**config.mk**
```make
export PLATFORM = sky130hd
export DESIGN_NAME = wb_byte_master_flat
export DESIGN_NICKNAME = d
export VERILOG_FILES = /design/src/rtl/wb_byte_master_if.sv /design/src/rtl/wb_byte_master.sv /design/src/flat_wrapper.sv
export SDC_FILE = /design/constraint.sdc
export NUM_CORES = 1
export LEC_CHECK = 0
export CORE_AREA = 2 2 139 141
export DETAILED_ROUTE_END_ITERATION = 8
export DIE_AREA = 0 0 141 143
export PLACE_DENSITY = 0.46
export SETUP_SLACK_MARGIN = 0.05
export SLEW_MARGIN = 20
export SYNTH_ARGS = -nofsm -noshare
export SYNTH_HDL_FRONTEND = slang
export SYNTH_SLANG_ARGS = --single-unit
```
**constraint.sdc**
```tcl
create_clock -name clk -period 2.6 [get_ports clk]
set_clock_uncertainty 0.1 [all_clocks]
set_input_delay 0.39 -clock clk [delete_from_list [all_inputs] [get_ports clk]]
set_output_delay 0.39 -clock clk [all_outputs]
set_load 0.01 [all_outputs]
```
**src/rtl/wb_byte_master_if.sv**
```systemverilog
// wb_byte_master_if: Wishbone B4 pipelined single-master bus bundle.
// Ports: master drives cyc/stb/we/adr/dat_o/sel and samples dat_i/ack/err/stall;
//        slave is the mirror image.
interface wb_byte_master_if;
  logic        wb_cyc_o;
  logic        wb_stb_o;
  logic        wb_we_o;
  logic [31:0] wb_adr_o;
  logic [31:0] wb_dat_o;
  logic [3:0]  wb_sel_o;
  logic [31:0] wb_dat_i;
  logic        wb_ack_i;
  logic        wb_err_i;
  logic        wb_stall_i;
  modport master (
    output wb_cyc_o, wb_stb_o, wb_we_o, wb_adr_o, wb_dat_o, wb_sel_o,
    input  wb_dat_i, wb_ack_i, wb_err_i, wb_stall_i
  );
  modport slave (
    input  wb_cyc_o, wb_stb_o, wb_we_o, wb_adr_o, wb_dat_o, wb_sel_o,
    output wb_dat_i, wb_ack_i, wb_err_i, wb_stall_i
  );
endinterface

```
**src/rtl/wb_byte_master.sv**
```systemverilog
// wb_byte_master: UART byte-stream command frames to single Wishbone B4 pipelined cycles.
// Ports: clk, rst_n (async active-low); rx_data/rx_valid byte input (no backpressure);
//        tx_data/tx_valid/tx_ready byte output; wb master bus; overrun_o dropped-byte pulse.
module wb_byte_master #(
  parameter int TIMEOUT = 1024,
  parameter int TW      = 11
) (
  input  logic              clk,
  input  logic              rst_n,
  input  logic [7:0]        rx_data,
  input  logic              rx_valid,
  output logic [7:0]        tx_data,
  output logic              tx_valid,
  input  logic              tx_ready,
  wb_byte_master_if.master  wb,
  output logic              overrun_o
);
  typedef enum logic [2:0] {IDLE, ADDR, WDATA, REQ, WAIT, RESP} state_t;
  localparam logic [TW-1:0] T_LAST = TW'(TIMEOUT - 1);
  localparam logic [TW-1:0] T_MAX  = TW'(TIMEOUT);
  state_t          state_q;
  logic            cyc_q, stb_q, we_q, tx_valid_q, overrun_q;
  logic [3:0]      sel_q;
  logic [31:0]     adr_q, dat_q;
  logic [2:0]      bcnt_q;
  logic [TW-1:0]   tcnt_q;
  logic [7:0]      tx_data_q;
  logic            hit, tmo;
  // ack/err are honoured in WAIT or in the accept cycle itself, never while stalled
  assign hit = (state_q == WAIT || !wb.wb_stall_i) && (wb.wb_ack_i || wb.wb_err_i);
  // cyc is held for exactly TIMEOUT cycles when nothing answers
  assign tmo = tcnt_q == T_LAST;
  assign wb.wb_cyc_o = cyc_q;
  assign wb.wb_stb_o = stb_q;
  assign wb.wb_we_o  = we_q;
  assign wb.wb_adr_o = adr_q;
  assign wb.wb_dat_o = dat_q;
  assign wb.wb_sel_o = sel_q;
  assign tx_data     = tx_data_q;
  assign tx_valid    = tx_valid_q;
  assign overrun_o   = overrun_q;
  always_ff @(posedge clk or negedge rst_n) begin
    if (!rst_n) begin
      state_q    <= IDLE;
      cyc_q      <= 1'b0;
      stb_q      <= 1'b0;
      we_q       <= 1'b0;
      sel_q      <= 4'h0;
      adr_q      <= '0;
      dat_q      <= '0;
      bcnt_q     <= '0;
      tcnt_q     <= '0;
      tx_data_q  <= '0;
      tx_valid_q <= 1'b0;
      overrun_q  <= 1'b0;
    end else begin
      overrun_q <= rx_valid && (state_q == REQ || state_q == WAIT || state_q == RESP);
      case (state_q)
        IDLE: if (rx_valid) begin
          bcnt_q <= '0;
          we_q   <= rx_data == 8'h01;
          if (rx_data == 8'h01 || rx_data == 8'h02) state_q <= ADDR;
          else begin
            tx_data_q  <= 8'hFF;
            tx_valid_q <= 1'b1;
            state_q    <= RESP;
          end
        end
        ADDR: if (rx_valid) begin
          bcnt_q <= bcnt_q + 3'd1;
          adr_q  <= {rx_data, adr_q[31:8]};
          if (bcnt_q == 3'd3) begin
            adr_q   <= {rx_data, adr_q[31:10], 2'b00};
            bcnt_q  <= '0;
            state_q <= we_q ? WDATA : REQ;
            cyc_q   <= !we_q;
            stb_q   <= !we_q;
            sel_q   <= we_q ? 4'h0 : 4'hF;
            tcnt_q  <= '0;
          end
        end
        WDATA: if (rx_valid) begin
          bcnt_q <= bcnt_q + 3'd1;
          dat_q  <= {rx_data, dat_q[31:8]};
          if (bcnt_q == 3'd3) begin
            state_q <= REQ;
            cyc_q   <= 1'b1;
            stb_q   <= 1'b1;
            sel_q   <= 4'hF;
            tcnt_q  <= '0;
          end
        end
        REQ, WAIT: begin
          if (tcnt_q != T_MAX) tcnt_q <= tcnt_q + TW'(1);
          if (state_q == REQ && !wb.wb_stall_i) begin
            stb_q   <= 1'b0;
            state_q <= WAIT;
          end
          if (hit || tmo) begin
            cyc_q      <= 1'b0;
            stb_q      <= 1'b0;
            sel_q      <= 4'h0;
            tx_valid_q <= 1'b1;
            state_q    <= RESP;
            tx_data_q  <= (hit && wb.wb_err_i) ? 8'hEE : hit ? 8'h00 : 8'hE0;
            bcnt_q     <= (hit && !wb.wb_err_i && !we_q) ? 3'd4 : 3'd0;
            if (hit && !we_q) dat_q <= wb.wb_dat_i;
          end
        end
        RESP: if (tx_ready) begin
          if (bcnt_q == 3'd0) begin
            tx_valid_q <= 1'b0;
            state_q    <= IDLE;
          end else begin
            tx_data_q <= dat_q[7:0];
            dat_q     <= {8'h00, dat_q[31:8]};
            bcnt_q    <= bcnt_q - 3'd1;
          end
        end
        default: state_q <= IDLE;
      endcase
    end
  end
endmodule

```
**src/flat_wrapper.sv**
```systemverilog
// flat-port wrapper written by rule: the top's interface ports become plain ports
module wb_byte_master_flat 
#(
  parameter int TIMEOUT = 1024,
  parameter int TW      = 11
)
  (clk, rst_n, rx_data, rx_valid, tx_data, tx_valid, tx_ready, overrun_o, wb_wb_cyc_o, wb_wb_stb_o, wb_wb_we_o, wb_wb_adr_o, wb_wb_dat_o, wb_wb_sel_o, wb_wb_dat_i, wb_wb_ack_i, wb_wb_err_i, wb_wb_stall_i);
  wb_byte_master_if wb_i ();
  input  logic clk;
  input  logic rst_n;
  input  logic [7:0] rx_data;
  input  logic rx_valid;
  output logic [7:0] tx_data;
  output logic tx_valid;
  input  logic tx_ready;
  output logic overrun_o;
  output wire logic [$bits(wb_i.wb_cyc_o)-1:0] wb_wb_cyc_o;
  output wire logic [$bits(wb_i.wb_stb_o)-1:0] wb_wb_stb_o;
  output wire logic [$bits(wb_i.wb_we_o)-1:0] wb_wb_we_o;
  output wire logic [$bits(wb_i.wb_adr_o)-1:0] wb_wb_adr_o;
  output wire logic [$bits(wb_i.wb_dat_o)-1:0] wb_wb_dat_o;
  output wire logic [$bits(wb_i.wb_sel_o)-1:0] wb_wb_sel_o;
  input wire logic [$bits(wb_i.wb_dat_i)-1:0] wb_wb_dat_i;
  input wire logic [$bits(wb_i.wb_ack_i)-1:0] wb_wb_ack_i;
  input wire logic [$bits(wb_i.wb_err_i)-1:0] wb_wb_err_i;
  input wire logic [$bits(wb_i.wb_stall_i)-1:0] wb_wb_stall_i;
  assign wb_wb_cyc_o = wb_i.wb_cyc_o;
  assign wb_wb_stb_o = wb_i.wb_stb_o;
  assign wb_wb_we_o = wb_i.wb_we_o;
  assign wb_wb_adr_o = wb_i.wb_adr_o;
  assign wb_wb_dat_o = wb_i.wb_dat_o;
  assign wb_wb_sel_o = wb_i.wb_sel_o;
  assign wb_i.wb_dat_i = wb_wb_dat_i;
  assign wb_i.wb_ack_i = wb_wb_ack_i;
  assign wb_i.wb_err_i = wb_wb_err_i;
  assign wb_i.wb_stall_i = wb_wb_stall_i;
  wb_byte_master #(.TIMEOUT(TIMEOUT), .TW(TW)) u_core (.clk(clk), .rst_n(rst_n), .rx_data(rx_data), .rx_valid(rx_valid), .tx_data(tx_data), .tx_valid(tx_valid), .tx_ready(tx_ready), .wb(wb_i), .overrun_o(overrun_o));
endmodule
```
==> impl_metrics.tcl <==
set metrics [dict create \
    status "finished with violations" \
    dieArea_sq_um 20200 \
    rows 50 \
    grt_pass1_wl_mm 22.3 \
    cts_resized 0 \
    place.gp.congestion 0.841 \
    drt-initial-drc-count 308 \
    post-route-period-util_pct 87.7 \
    hold_class "primary input to async pin" \
    yosys_warnings 0 \
    post-place-ws_ps 130 \
    sequentialPowerShare_pct 30.5 \
    worstPathRequired_ps 2770 \
    fp.dieW_um 141 \
    syn_nets 527 \
    power_mw 8.55 \
    peakVddDrop_mv 0.532 \
    path_clk_slew_ps 70 \
    synth_adder_area_share_pct 1.83 \
    nNetsFinal 661 \
    area_growth_pct 40.1 \
    fillCellCount 1859 \
    synth.area.mux_share_pct 15.7 \
    grt_pass1_vias 4043 \
    crit_path_end_kind "flip-flop" \
    core_sq_um 18600 \
    grt_util_all_layers_pct 14.2 \
    endpoint "u_core.tcnt_q[3]$_DFFE_PN0P_" \
    hold_buffers 0 \
    slew_headroom_pct 52.4 \
    dp_hpwl_mm 10.3 \
    switchingPower_mw 3.28 \
    synth_area_sq_um 4790 \
    p_sw_share_pct 38.4 \
    powerDensity_nw_per_um2 1270 \
    ys_ff_latch 94 \
    cts_buffers 9 \
    grt-ovfl-total 0 \
    synthSimpleGateAreaFrac_pct 16.2 \
    port_buffers 127 \
    grt_max_degree 54 \
    synthCells 473 \
    die_h_um 143 \
    multi_input_area_sq_um 2230 \
    syn_avg_cell_area_sq_um 10.1 \
    p_leak_nw 2.83 \
    maxSlewViolCount 0 \
    reg2reg_slack_ps 320 \
    clock_latency_ps 340 \
    synth_compound_area_share_pct 12.1 \
    power.share.combinational_pct 53.9 \
    min_period_ps 2280 \
    rr_worst_depth 7 \
    antenna_left 0 \
    cp.arrival_ps 2450 \
    r2r-start "u_core.bcnt_q[0]$_DFFE_PN0P_" \
    wire_per_inst_um 16.5 \
    crit_start "u_core.bcnt_q[0]$_DFFE_PN0P_" \
    r2r-end "u_core.tcnt_q[3]$_DFFE_PN0P_" \
    start_util_pct 25.8 \
    cap_violations 0 \
    violations "negative hold slack" \
    hold_viol_final 14 \
    async_flop_share_pct 100 \
    tns_ps 0 \
    grt_setup_unrepaired "no" \
    num_antenna_cells 0 \
    fmax_ghz 0.439 \
    root_buffer "clkbuf_16" \
    seq_area_sq_um 2350 \
    drc 0 \
    setup_viol 0 \
    htreeDepth 3 \
    fin_ws_ps 320 \
    ctsLongestPathBuffers 2 \
    synth_cell_types 56 \
    yosys.area_share.xor_xnor_pct 0.548 \
    cts_sinks 94 \
    io_pins 128 \
    wl_mm 14.0 \
    synth_top_family_by_area "simple AND/OR/NAND/NOR gates" \
    fin_hold_ws_ps -11.3 \
    synth_edf_count 0 \
    p_int_mw 5.27 \
    antenna_found_initial 0 \
    vias 4034 \
    detailedRoute.firstPassIterationCount 4 \
    pwr-share-clk_pct 15.6 \
    ys.flop_type "dfrtp_1" \
    cts_setup_buffers 0 \
    drive_gt1_share_pct 14.1 \
    yosysSeqAreaShare_pct 49.1 \
    worst_pin_slew_ps 714 \
    avgViaCountPerCell 4.77 \
    cp_max_fo 8 \
    cts_tree "done" \
    crit_type "flip-flop to flip-flop" \
    startpoint_type "flip-flop" \
]
[through the flow]
| step | instances | hold slack, ps | util (%) | instance area, sq um |
|---|---|---|---|---|
| 2_1_floorplan | 473 | -5.59 | - | 4790 |
| 3_3_place_gp | 830 | 387 | 34.5 | 6410 |
| 3_5_place_dp | 830 | 394 | 34.5 | 6410 |
| 4_1_cts | 846 | 15.1 | 36.1 | 6710 |
| 5_1_grt | 846 | 46.2 | 36.1 | 6710 |
| 6_report | 846 | -11.3 | 36.1 | 6710 |
[cell usage after synthesis (4+ instances only)]
cell type / instances / area, sq um
a2bb2oi_1: 6 / 52.6
o21ai_0: 29 / 145
o31ai_1: 5 / 37.5
inv_1: 16 / 60.1
nor3_1: 6 / 30.0
a21oi_1: 13 / 65.1
buf_2: 6 / 30.0
nand2b_1: 7 / 43.8
clkbuf_1: 11 / 41.3
mux2_2: 38 / 428
buf_4: 4 / 30.0
mux2_1: 27 / 304
buf_6: 4 / 45.0
a22o_1: 8 / 70.1
dfrtp_1: 94 / 2350
nor2_1: 25 / 93.8
nand3_1: 9 / 45.0
ha_1: 7 / 87.6
nand2_1: 103 / 387
[cell families after synthesis]
group,count (synthesis)
AND/OR/NAND/NOR,174
flip-flops,94
AO/OA/AOI/OAI,85
multiplexers,67
buffers and inverters,43
adder cells (fa/ha/maj),7
XOR/XNOR,3
[flip-flops by register name (all words and copies together) (netlist names)]
register,flops
u_core.bcnt_q,3
u_core.overrun_o,1
u_core.state_q,3
u_core.tcnt_q,11
u_core.tx_data,8
u_core.tx_valid,1
u_core.wb.wb_adr_o,32
u_core.wb.wb_dat_o,32
u_core.wb.wb_sel_o,1
u_core.wb.wb_stb_o,1
u_core.wb.wb_we_o,1
[worst max-delay path, cell delays in order, from the launching register on]
cell	delay [ps]
dfrtp_1	370
ha_1	190
ha_1	330
a21oi_1	100
o21ai_0	230
a21oi_1	180
or4_1	530
a21boi_0	170
[final cells by class]
| class | instances | area share [%] |
|---|---|---|
| clock inverters | 7 | 1.08 |
| multi-input cells | 336 | 33.3 |
| well taps | 234 | 4.36 |
| clock buffers | 9 | 3.36 |
| inverters | 17 | 0.951 |
| repair buffers | 149 | 21.9 |
| flip-flops and latches | 94 | 35.0 |
[power by group through the flow]
stage                     clock network, mW  logic, mW  registers (mW)
after global routing                   1.46       5.02            2.71
after global placement                    0       4.61            2.63
after floorplan                           0       2.32            2.78
final                                  1.34       4.60            2.61
after CTS                              1.39       4.66            2.63
after detailed placement                  0       4.64            2.64
[placed cells by master (no fill, tap or decap), types with 3 or more instances in the layout]
cell type | synthesis | routed
a2bb2oi_1 | 6 | 6
nand3_1 | 9 | 9
mux2_1 | 27 | 27
a31oi_1 | 3 | 3
nor3_1 | 6 | 6
inv_1 | 16 | 16
nand2b_1 | 7 | 7
o21ai_0 | 29 | 29
a22o_1 | 8 | 8
buf_4 | 4 | 20
dfrtp_1 | 94 | 94
mux2_2 | 38 | 38
clkdlybuf4s50_1 | 0 | 126
or4_1 | 3 | 3
o31ai_1 | 5 | 5
ha_1 | 7 | 7
nand2_1 | 103 | 103
a21oi_1 | 13 | 13
buf_12 | 0 | 3
nor2_1 | 25 | 23
o32ai_1 | 3 | 3
nand3b_1 | 3 | 3
clkbuf_16 | 0 | 9
nor4_1 | 3 | 3
[worst min path at each step]
stage	end	from	slack [ps]
after global placement	u_core.tx_data[6]$_DFFE_PN0P_	rst_n	390
after detailed placement	u_core.wb.wb_dat_o[5]$_DFFE_PN0P_	rst_n	390
after floorplan	u_core.bcnt_q[0]$_DFFE_PN0P_	rst_n	-6
after global routing	u_core.tx_data[4]$_DFFE_PN0P_	rst_n	50
final	u_core.tx_data[6]$_DFFE_PN0P_	rst_n	-10
after CTS	u_core.tx_data[1]$_DFFE_PN0P_	rst_n	20
[metal layers]
| layer | share of wire, % | vias up | track usage, % | routed length, um |
|---|---|---|---|---|
| met5 | 0 | - | 0 | 0 |
| met3 | 7.9 | 12 | 4.73 | 1100 |
| li1 | - | 1927 | - | - |
| met4 | 1.2 | 0 | 3.79 | 164 |
| met1 | 44 | 1969 | 18.6 | 6090 |
| met2 | 47 | 126 | 22.4 | 6590 |
Power figures use the tool's default switching activity.
